$ cat config.mk
export PLATFORM = sky130hd
export DESIGN_NAME = scan_demux_flat
export DESIGN_NICKNAME = d
export VERILOG_FILES = /design/src/rtl/scan_demux_if.sv /design/src/rtl/scan_demux.sv /design/src/flat_wrapper.sv
export SDC_FILE = /design/constraint.sdc
export NUM_CORES = 1
export LEC_CHECK = 0
export ABC_CLOCK_PERIOD_IN_PS = 3900
export BUFFER_PORTS_ARGS = -buffer_cell sky130_fd_sc_hd__buf_2
export CORE_ASPECT_RATIO = 0.7
export CORE_UTILIZATION = 57
export DETAILED_ROUTE_END_ITERATION = 6
export HOLD_SLACK_MARGIN = 0.1
export PLACE_DENSITY = 0.79
export RECOVER_POWER = 100
export SLEW_MARGIN = 15
export SYNTH_ARGS = -nofsm -noshare
export SYNTH_HDL_FRONTEND = slang
export SYNTH_SLANG_ARGS = --single-unit
$ cat constraint.sdc
create_clock -name clk -period 3.9 [get_ports clk]
set_input_delay 0.78 -clock clk [delete_from_list [all_inputs] [get_ports clk]]
set_output_delay 0.78 -clock clk [all_outputs]
set_load 0.02 [all_outputs]
$ cat src/rtl/scan_demux_if.sv
// Display scan bus seen by scan_demux: the scanned digit select and nibble
// coming in, the re-assembled bytes and status pulses going out.
interface scan_demux_if;
    logic [3:0] Enable;
    logic [3:0] disp;
    logic [7:0] out1;
    logic [7:0] out2;
    logic       frame_valid;
    logic       seq_err;
    logic       locked;

    // Side that drives the display bus and watches the monitor results
    modport master (
        output Enable,
        output disp,
        input  out1,
        input  out2,
        input  frame_valid,
        input  seq_err,
        input  locked
    );

    // The monitor itself
    modport slave (
        input  Enable,
        input  disp,
        output out1,
        output out2,
        output frame_valid,
        output seq_err,
        output locked
    );
endinterface

$ cat src/rtl/scan_demux.sv
// scan_demux: receive side of the 4-digit multiplexed display bus.
// Registers the scanned digit select and nibble, filters short glitches,
// follows the idx0..idx3 scan order and re-assembles the two displayed bytes.
// Optional feature macro: SCAN_LIVE_EN -- when defined, out1/out2 nibbles
// follow every accepted digit instead of changing only at frame commit.
module scan_demux #(
    parameter bit          ACTIVE_LOW = 1'b1,
    parameter int unsigned MIN_HOLD   = 1
) (
    input  logic         clk,
    input  logic         rst,
    scan_demux_if.slave  bus
);

    localparam logic [3:0] SEL_BLANK = 4'b1111;
    localparam logic [3:0] HOLD_MAX  = 4'(MIN_HOLD);
    localparam logic [4:0] HOLD_REQ  = 5'(MIN_HOLD);

    typedef enum logic {
        HUNT = 1'b0,
        LOCK = 1'b1
    } state_t;

    typedef enum logic [1:0] {
        K_DIGIT   = 2'd0,
        K_BLANK   = 2'd1,
        K_ILLEGAL = 2'd2
    } kind_t;

    // Bring the select into active-low form so decode is polarity independent.
    function automatic logic [3:0] norm_sel(input logic [3:0] raw);
        return ACTIVE_LOW ? raw : ~raw;
    endfunction

    // Hold counter increment, saturating at MIN_HOLD.
    function automatic logic [3:0] hold_inc(input logic [3:0] cnt);
        return (cnt >= HOLD_MAX) ? HOLD_MAX : cnt + 4'd1;
    endfunction

    // Classify a normalised select pattern.
    function automatic kind_t decode_kind(input logic [3:0] sel);
        case (sel)
            4'b0111, 4'b1011, 4'b1101, 4'b1110: return K_DIGIT;
            4'b1111:                            return K_BLANK;
            default:                            return K_ILLEGAL;
        endcase
    endfunction

    // Digit index of a legal one-cold pattern (don't care otherwise).
    function automatic logic [1:0] decode_idx(input logic [3:0] sel);
        case (sel)
            4'b0111: return 2'd0;
            4'b1011: return 2'd1;
            4'b1101: return 2'd2;
            default: return 2'd3;
        endcase
    endfunction

    logic [3:0] sel_in;
    logic [3:0] sel_p1;
    logic [3:0] nib_p1;
    logic [3:0] hold_p1;

    logic       qual;
    kind_t      kind;
    logic [1:0] idx;

    state_t     state, state_nxt;
    logic [1:0] exp_idx, exp_nxt;
    logic [1:0] last_idx, last_nxt;
    logic [15:0] shadow, shadow_nxt;
    logic [7:0] out1_q, out1_nxt;
    logic [7:0] out2_q, out2_nxt;
    logic       fv_q, fv_nxt;
    logic       se_q, se_nxt;
    logic       locked_q;
    logic       start;
    logic       write;

    assign sel_in = norm_sel(bus.Enable);

    // ---- stage 1: input sampling and hold filter ----
    // Register the bus each edge and count how long the sample has been stable.
    always_ff @(posedge clk or posedge rst) begin
        if (rst) begin
            sel_p1  <= SEL_BLANK;
            nib_p1  <= 4'h0;
            hold_p1 <= 4'd0;
        end else begin
            sel_p1 <= sel_in;
            nib_p1 <= bus.disp;
            if (sel_in != sel_p1 || bus.disp != nib_p1) begin
                hold_p1 <= 4'd0;
            end else begin
                hold_p1 <= hold_inc(hold_p1);
            end
        end
    end

    assign qual = ({1'b0, hold_p1} + 5'd1) >= HOLD_REQ;
    assign kind = decode_kind(sel_p1);
    assign idx  = decode_idx(sel_p1);

    // ---- stage 2: sequence tracking and byte assembly ----
    // Next-state logic: follow the scan order, capture nibbles, flag errors.
    // An out-of-order idx0 reports the error and immediately opens a new frame.
    always_comb begin
        state_nxt  = state;
        exp_nxt    = exp_idx;
        last_nxt   = last_idx;
        shadow_nxt = shadow;
        out1_nxt   = out1_q;
        out2_nxt   = out2_q;
        fv_nxt     = 1'b0;
        se_nxt     = 1'b0;
        start      = 1'b0;
        write      = 1'b0;

        if (qual) begin
            case (state)
                HUNT: begin
                    if (kind == K_DIGIT && idx == 2'd0) begin
                        start = 1'b1;
                    end
                end
                LOCK: begin
                    if (kind == K_BLANK) begin
                        start = 1'b0;
                    end else if (kind == K_DIGIT && idx == exp_idx) begin
                        write    = 1'b1;
                        last_nxt = idx;
                        exp_nxt  = idx + 2'd1;
                        fv_nxt   = (exp_idx == 2'd3);
                    end else if (kind == K_DIGIT && idx == last_idx) begin
                        write = 1'b1;
                    end else begin
                        se_nxt    = 1'b1;
                        state_nxt = HUNT;
                        start     = (kind == K_DIGIT && idx == 2'd0);
                    end
                end
                default: state_nxt = HUNT;
            endcase
        end

        if (start) begin
            write     = 1'b1;
            state_nxt = LOCK;
            last_nxt  = 2'd0;
            exp_nxt   = 2'd1;
        end

        if (write) begin
            case (idx)
                2'd0:    shadow_nxt[15:12] = nib_p1;
                2'd1:    shadow_nxt[11:8]  = nib_p1;
                2'd2:    shadow_nxt[7:4]   = nib_p1;
                default: shadow_nxt[3:0]   = nib_p1;
            endcase
        end

`ifdef SCAN_LIVE_EN
        if (write) begin
            case (idx)
                2'd0:    out1_nxt[7:4] = nib_p1;
                2'd1:    out1_nxt[3:0] = nib_p1;
                2'd2:    out2_nxt[7:4] = nib_p1;
                default: out2_nxt[3:0] = nib_p1;
            endcase
        end
`else
        if (fv_nxt) begin
            out1_nxt = shadow[15:8];
            out2_nxt = {shadow[7:4], nib_p1};
        end
`endif
    end

    // Stage 2 register: FSM state, sequence pointers, shadow and outputs.
    always_ff @(posedge clk or posedge rst) begin
        if (rst) begin
            state    <= HUNT;
            exp_idx  <= 2'd0;
            last_idx <= 2'd0;
            shadow   <= 16'h0000;
            out1_q   <= 8'h00;
            out2_q   <= 8'h00;
            fv_q     <= 1'b0;
            se_q     <= 1'b0;
            locked_q <= 1'b0;
        end else begin
            state    <= state_nxt;
            exp_idx  <= exp_nxt;
            last_idx <= last_nxt;
            shadow   <= shadow_nxt;
            out1_q   <= out1_nxt;
            out2_q   <= out2_nxt;
            fv_q     <= fv_nxt;
            se_q     <= se_nxt;
            locked_q <= (state_nxt == LOCK);
        end
    end

    assign bus.out1        = out1_q;
    assign bus.out2        = out2_q;
    assign bus.frame_valid = fv_q;
    assign bus.seq_err     = se_q;
    assign bus.locked      = locked_q;

endmodule

$ cat src/flat_wrapper.sv
// flat-port wrapper written by rule: the top's interface ports become plain ports
module scan_demux_flat 
#(
    parameter bit          ACTIVE_LOW = 1'b1,
    parameter int unsigned MIN_HOLD   = 1
)
  (clk, rst, bus_Enable, bus_disp, bus_out1, bus_out2, bus_frame_valid, bus_seq_err, bus_locked);
  scan_demux_if bus_i ();
  input  logic clk;
  input  logic rst;
  input wire logic [$bits(bus_i.Enable)-1:0] bus_Enable;
  input wire logic [$bits(bus_i.disp)-1:0] bus_disp;
  output wire logic [$bits(bus_i.out1)-1:0] bus_out1;
  output wire logic [$bits(bus_i.out2)-1:0] bus_out2;
  output wire logic [$bits(bus_i.frame_valid)-1:0] bus_frame_valid;
  output wire logic [$bits(bus_i.seq_err)-1:0] bus_seq_err;
  output wire logic [$bits(bus_i.locked)-1:0] bus_locked;
  assign bus_i.Enable = bus_Enable;
  assign bus_i.disp = bus_disp;
  assign bus_out1 = bus_i.out1;
  assign bus_out2 = bus_i.out2;
  assign bus_frame_valid = bus_i.frame_valid;
  assign bus_seq_err = bus_i.seq_err;
  assign bus_locked = bus_i.locked;
  scan_demux #(.ACTIVE_LOW(ACTIVE_LOW), .MIN_HOLD(MIN_HOLD)) u_core (.clk(clk), .rst(rst), .bus(bus_i));
endmodule
==> qor.yml, run 1 <==
logic_synthesis:
  synth-seq-cells: 47
  yosysTopAreaCell: "dfrtp_1"
  yosysWarnings: 0
  yosys-top-cells-area: "dfrtp_1 47%, mux2_4 6.0%, mux2_2 5.5%"
  synth.cell_area_sq_mm: 0.00227
  yosysTopAreaCellShare_pct: 47.4
  syn_avg_cell_area_sq_um: 12.8
  yosysSeqAreaShare_pct: 52.1
  ys_types: 52
  synthesis.nets: 194
  syn-instance-count: 177
placement:
  hpwl_mm: 3.08
  portBuffers: 28
  gp_congestion: 0.801
  dp_slack_ns: 0.609
cts:
  clock-sinks: 47
  tritoncts: "yes"
  clockBufferDepth: 2
  ctsHtreeMaxLevel: 2
  cts_hold_buf: 0
  path_clk_slew_ns: 0.08
  insertion_delay_ns: 0.30
  cts_setup_buffers: 0
  ctsRootBufferMaster: "clkbuf_8"
  cts-resized-gates: 0
  cts_inserted_buffers: 5
final_layout:
  multi_input_area_sq_um: 966
  fillers: 283
  layout.nets: 226
  drive_above_1_share_pct: 14.4
  antenna-diode-count: 0
  ff_latch_area_sq_mm: 0.00118
  areaGrowthSynthToFinish_pct: 7.78
flow_run:
  max_cap_violations: 1
power:
  peakVddDrop_v: 0.000267
  p_comb_share_pct: 8.8
  p_int_uw: 700
  swShare_pct: 24.1
  pwr_density_cell_mw_per_mm2: 377
  p_clk_share_pct: 31.2
  power.leakage_uw: 0.00112
  seq_power_share_pct: 60.0
  power_switching_uw: 222
drt:
  drc: 0
  vias: 1455
  wl_mm: 4.13
  postRouteAntennaNets: 0
  avgViaCountPerCell: 5.62
  drt_iter0_drc: 129
  dr.pass1.iters: 4
  wl_per_cell_microns: 15.9
floorplan:
  die_y_microns: 54.8
  fp.dieArea_sq_mm: 0.00424
  num_rows: 18
  die_x_microns: 77.4
  coreArea_sq_mm: 0.00367
  initial_utilization_pct: 61.8
  ios: 29
global_route:
  grt_max_degree: 48
  grt_pass1_vias: 1411
  grt_pass1_wl_mm: 6.73
  antenna_found_initial: 0
  grt-ovfl-total: 0
  track_usage_pct: 21.7
setup_path:
  path_depth: 9
  worstPathCellList: "and4b_1 -> inv_1 -> ha_1 -> nor2b_1 -> a211oi_1 -> xor2_1 -> o2bb2ai_1 -> a32o_1 -> mux2_1"
  critPathRequiredTime_ns: 4.08
  path_delay_family: "compound AO/OA/AOI/OAI gates"
  arrival_ns: 3.65
  start_kind: "register"
  end_kind: "register"
  startpoint: "u_core.sel_p1[2]"
  max_stage_delay_ns: 0.78
  crit_buf_inv: 1
  crit_fanout: 14
  reg2reg_depth: 9
  r2r_start: "u_core.sel_p1[2]"
  cpMaxStageDelayCell: "dfstp_1"
  critPathKind: "register to register"
sta:
  max-slew-margin-rel_pct: -56.3
  worst_slack_ns: 0.436
  worst_pin_slew_ns: 2.34
  tns_ns: 0
  slew_viol_final: 48
  min_period_ns: 3.46
  fin_crit_sh_pct: 88.8
  rsz0062_at_grt: "no"
  skew_ns: 0.00650
  finalHoldViolCount: 0
  clock.fmax_ghz: 0.289
  setup_violations: 0
run_status:
  violations: "max-capacitance violations, max-slew violations"
  status: "finished, violations left"
min_path:
  holdPathStages: 1
  min_from: "u_core.bus.out1[7]"
  min_path_type: "register to register"
-- cells in the final DEF, fill, tap and decap left out, drive strengths merged, types with 3 or more instances in the layout --
master,Yosys,routed
dfrtp,43,43
clkbuf,2,35
mux2,28,28
nand2,11,11
xor2,9,9
nor2,8,8
ha,7,7
inv,7,6
a21oi,5,5
o21ai,5,5
nand3,4,4
dfstp,4,4
nand3b,3,3
-- state kept, by name, summed over array words and instances, names as in the netlist --
name                    flops
u_core.last_idx             2
u_core.nib_p1               4
u_core.exp_idx              2
u_core.bus.out1             8
u_core.hold_p1              4
u_core.state                1
u_core.bus.frame_valid      1
u_core.shadow              12
u_core.sel_p1               4
u_core.bus.seq_err          1
u_core.bus.out2             8
-- power groups by stage --
stage	sequential (uW)	combinational (uW)	clock, uW
after floorplan	550	68.1	0
after global placement	561	82.5	0
after detailed placement	563	86.5	0
after CTS	553	87.2	293
after global routing	558	90.2	319
final	553	81.1	288
-- stage by stage --
stage | hold slack [ns] | std cells | utilization, % | total power (uW) | area (sq um)
6_report | 0.486 | 259 | 66.6 | 922 | 2440
5_1_grt | 0.514 | 259 | 66.6 | 967 | 2440
4_1_cts | 0.499 | 259 | 69.1 | 933 | 2540
3_5_place_dp | 0.476 | 252 | 66.7 | 649 | 2450
3_3_place_gp | 0.476 | 252 | 66.7 | 643 | 2450
2_1_floorplan | 0.452 | 177 | - | 618 | 2270
-- path summary, 6_finish.rpt --
kind	slack, ns	to
min in group asynchronous	1.33	u_core.bus.out1[0]
setup / recovery	0.44	u_core.shadow[4]
hold reg to reg	0.49	u_core.bus.out1[7]
setup reg to reg	0.44	u_core.shadow[4]
hold / removal	0.49	u_core.bus.out1[7]
max in group asynchronous	1.23	u_core.hold_p1[1]
-- layer usage --
layer / vias up / part of all wire, % / routed length, microns / global-route usage (%)
li1: 688 / - / - / -
met1: 722 / 47 / 1930 / 28.5
met2: 40 / 48 / 1980 / 35.8
met3: 5 / 4.2 / 174 / 4.33
met4: 0 / 0.87 / 36 / 9.43
met5: - / 0 / 0 / 0
-- area by class of cell --
class | instances | share of cell area (%)
sequential | 47 | 48.3
clock inverter | 1 | 0.205
multi-input combinational | 117 | 39.5
tap | 50 | 2.56
clock buffer | 6 | 3.38
timing repair buffer | 31 | 4.96
inverter | 7 | 1.07
-- synth_stat cells, drive strengths merged --
| master | number |
|---|---|
| nand4 | 1 |
| xnor2 | 1 |
| nor3 | 1 |
| and4b | 2 |
| or3b | 1 |
| o21a | 1 |
| o32a | 1 |
| conb | 1 |
| inv | 7 |
| o21ai | 5 |
| nor2b | 1 |
| and2 | 2 |
| dfrtp | 43 |
| clkbuf | 2 |
| nor4 | 2 |
| a31oi | 1 |
| or2 | 2 |
| nor2 | 8 |
| xor2 | 9 |
| and3b | 1 |
| or2b | 1 |
| o22a | 1 |
| and3 | 2 |
| nor3b | 1 |
| a311o | 1 |
| nand3 | 4 |
| nand4b | 1 |
| a41oi | 1 |
| a21oi | 5 |
| a32o | 2 |
| nand2b | 1 |
| mux2 | 28 |
| and2b | 1 |
| nand3b | 3 |
| o2bb2ai | 1 |
| nand2 | 11 |
| o22ai | 2 |
| buf | 4 |
| ha | 7 |
| dfstp | 4 |
| a211oi | 2 |
| nor4b | 2 |
-- cell families (layout without fill, tap and decap cells) --
group	after synthesis	after routing	share of synthesized area (%)
AND/OR/NAND/NOR	48	48	13.3
flip-flops	47	47	52.1
multiplexers	28	28	15.4
AO/OA/AOI/OAI	23	23	7.83
buffers and inverters	13	45	3.14
XOR/XNOR	10	10	4.19
adder cells (fa/ha/maj)	7	7	3.86
other	1	1	0.165
(Power assumes the default switching activity.)
==> run 2: changes to the inputs <==
- ABC_CLOCK_PERIOD_IN_PS: 3900 -> 3600
- SKIP_LAST_GASP: not set -> 1
- clock period: 3.9 -> 3.6 ns (I/O delays scaled with it)
==> run 2 against run 1 <==
  * Utilization increased by 0.37 points
  * Clock skew decreased by 0.0034 ns
  * The flow still finishes with violations (max-capacitance violations, max-slew violations)
  * Sequential cell count unchanged
  * Non-clock buffer count unchanged
  * Register-to-register slack worse by 0.15 ns
  * Setup slack lost 0.15 ns
  * Worst hold slack better by 0.0062 ns
==> qor.yml, run 2 (same netlist as run 1, synthesis figures left out) <==
run_status:
  status: "finished, violations left"
  violations: "max-capacitance violations, max-slew violations"
final_layout:
  max_flop_register: "u_core.shadow"
  largest_reg_flops: 12  # unchanged
  drive_above_1_share_pct: 16.3  # +1.9 points
  antenna-diode-count: 0  # unchanged
  final_area_sq_mm: 0.00246  # +0.56%
  fin_util_pct: 67.0  # +0.37 points
  mostFrequentLayoutCells: "43 x dfrtp_1, 29 x clkbuf_1, 17 x mux2_1"
  fillers: 285  # +0.71%
  layout.nets: 226  # unchanged
  final_common_cell: "dfrtp_1"
  areaGrowthSynthToFinish_pct: 8.38
cts:
  ctsHtreeMaxLevel: 2  # unchanged
  cts_setup_buffers: 0  # unchanged
  cts_hold_buf: 0  # unchanged
  path_clk_slew_ns: 0.08  # about the same
  clock-sinks: 47  # unchanged
  ctsRootBufferMaster: "clkbuf_8"
  clockBufferDepth: 2  # unchanged
  cts-resized-gates: 0  # unchanged
  cts_inserted_buffers: 5  # unchanged
  tritoncts: "yes"
  insertion_delay_ns: 0.29  # about the same
sta:
  slew_viol_final: 48  # unchanged
  finalHoldViolCount: 0  # unchanged
  clock.fmax_ghz: 0.302  # +4.6%
  min_period_ns: 3.31  # -0.153 ns
  skew_ns: 0.00309  # -0.00342 ns
  setup_violations: 0  # unchanged
  max-slew-margin-rel_pct: -57.8  # -1.6 points
  tns_ns: 0  # unchanged
  worst_pin_slew_ns: 2.37  # +0.0234 ns
  fin_crit_sh_pct: 92.0  # +3.1 points
  rsz0062_at_grt: "no"
placement:
  postPlaceCellArea_sq_mm: 0.00245  # unchanged
  hpwl_mm: 2.99  # -3.0%
  portBuffers: 28  # unchanged
  gp_congestion: 0.818  # +2.0%
drt:
  vias: 1435  # -1.4%
  avgViaCountPerCell: 5.54  # -1.4%
  dr.pass1.iters: 4  # unchanged
  wl_per_cell_microns: 15.5  # -3.0%
  drc: 0  # unchanged
  drt_iter0_drc: 143  # +11%
  wl_mm: 4.01  # -3.0%
  postRouteAntennaNets: 0  # unchanged
floorplan:
  num_rows: 18  # unchanged
  die_y_microns: 54.8  # unchanged
  initial_utilization_pct: 61.8  # unchanged
  ios: 29  # unchanged
  fp.dieArea_sq_mm: 0.00424  # unchanged
  die_x_microns: 77.4  # unchanged
  coreArea_sq_mm: 0.00367  # unchanged
setup_path:
  start_kind: "register"
  reg2reg_slack_ns: 0.29  # -0.15 ns
  crit_fanout: 14  # unchanged
  critPathRequiredTime_ns: 3.77  # -0.31 ns
  critPathKind: "register to register"
  arrival_ns: 3.49  # -0.16 ns
  timing.rr.end: "u_core.shadow[8]"
  startpoint: "u_core.sel_p1[0]"
  reg2reg_depth: 9  # unchanged
  end_kind: "register"
  crit_path_end: "u_core.shadow[8]"
  r2r_start: "u_core.sel_p1[0]"
flow_run:
  max_cap_violations: 1  # unchanged
global_route:
  track_usage_pct: 21.8  # +0.18 points
  antenna_found_initial: 0  # unchanged
  grt-ovfl-total: 0  # unchanged
  grt_pass1_vias: 1403  # -0.57%
  grt_max_degree: 48  # unchanged
  grt_pass1_wl_mm: 6.80  # +1.1%
power:
  power.leakage_uw: 0.00112  # about the same
  peakVddDrop_v: 0.000307  # +15%
  pwr_density_cell_mw_per_mm2: 407  # +7.9%
min_path:
  min_path_type: "register to register"
==> run 2: power by group <==
group | switching (uW) | total (uW) | internal [uW]
combinational | 49.1 | 90.1 | 41.0
clock | 160 | 310 | 151
sequential | 32.5 | 600 | 568
==> run 2: worst max-delay path, stage by stage, from the launching register on <==
cell,delay [ns]
dfstp_2,0.68
and4b_1,0.33
inv_1,0.09
ha_1,0.36
nor2b_1,0.21
a211oi_2,0.27
xor2_2,0.29
o2bb2ai_1,0.27
a32o_1,0.32
mux2_1,0.36
==> run 2: worst min path at each step <==
| stage | from | to | slack, ns | depth (start not counted) |
|---|---|---|---|---|
| floorplan | u_core.shadow[10] | u_core.shadow[10] | 0.45 | 1 |
| global placement | u_core.shadow[6] | u_core.shadow[6] | 0.48 | 1 |
| detailed placement | u_core.shadow[6] | u_core.shadow[6] | 0.49 | 1 |
| CTS | u_core.shadow[6] | u_core.shadow[6] | 0.50 | 1 |
| global route | u_core.shadow[4] | u_core.bus.out2[4] | 0.51 | 1 |
| finish | u_core.bus.out2[4] | u_core.bus.out2[4] | 0.49 | 1 |
==> run 2: area by class of cell <==
| cell class | instances | area, sq um | share of cell area, % |
|---|---|---|---|
| Sequential cell | 47 | 1180 | 48.0 |
| Multi-Input combinational cell | 117 | 980 | 39.8 |
| Tap cell | 50 | 62.6 | 2.54 |
| Timing Repair Buffer | 31 | 121 | 4.94 |
| Clock inverter | 1 | 5.00 | 0.204 |
| Clock buffer | 6 | 82.6 | 3.36 |
| Inverter | 7 | 26.3 | 1.07 |
==> run 2: metrics by stage <==
| stage | power, uW | instances | hold WS, ns | worst slack [ns] |
|---|---|---|---|---|
| final | 1000 | 259 | 0.493 | 0.289 |
| after global routing | 1050 | 259 | 0.508 | 0.123 |
| after CTS | 1010 | 259 | 0.504 | 0.287 |
| after detailed placement | 706 | 252 | 0.486 | 0.313 |
| after global placement | 697 | 252 | 0.476 | 0.416 |
| after floorplan | 670 | 177 | 0.452 | 0.774 |
==> run 2: layer usage <==
layer	vias up	GRT usage, %	share of wire (%)
li1	683	-	-
met1	694	28.9	49
met2	48	34.7	44
met3	10	6.50	5.4
met4	0	8.18	1.4
met5	-	0	0
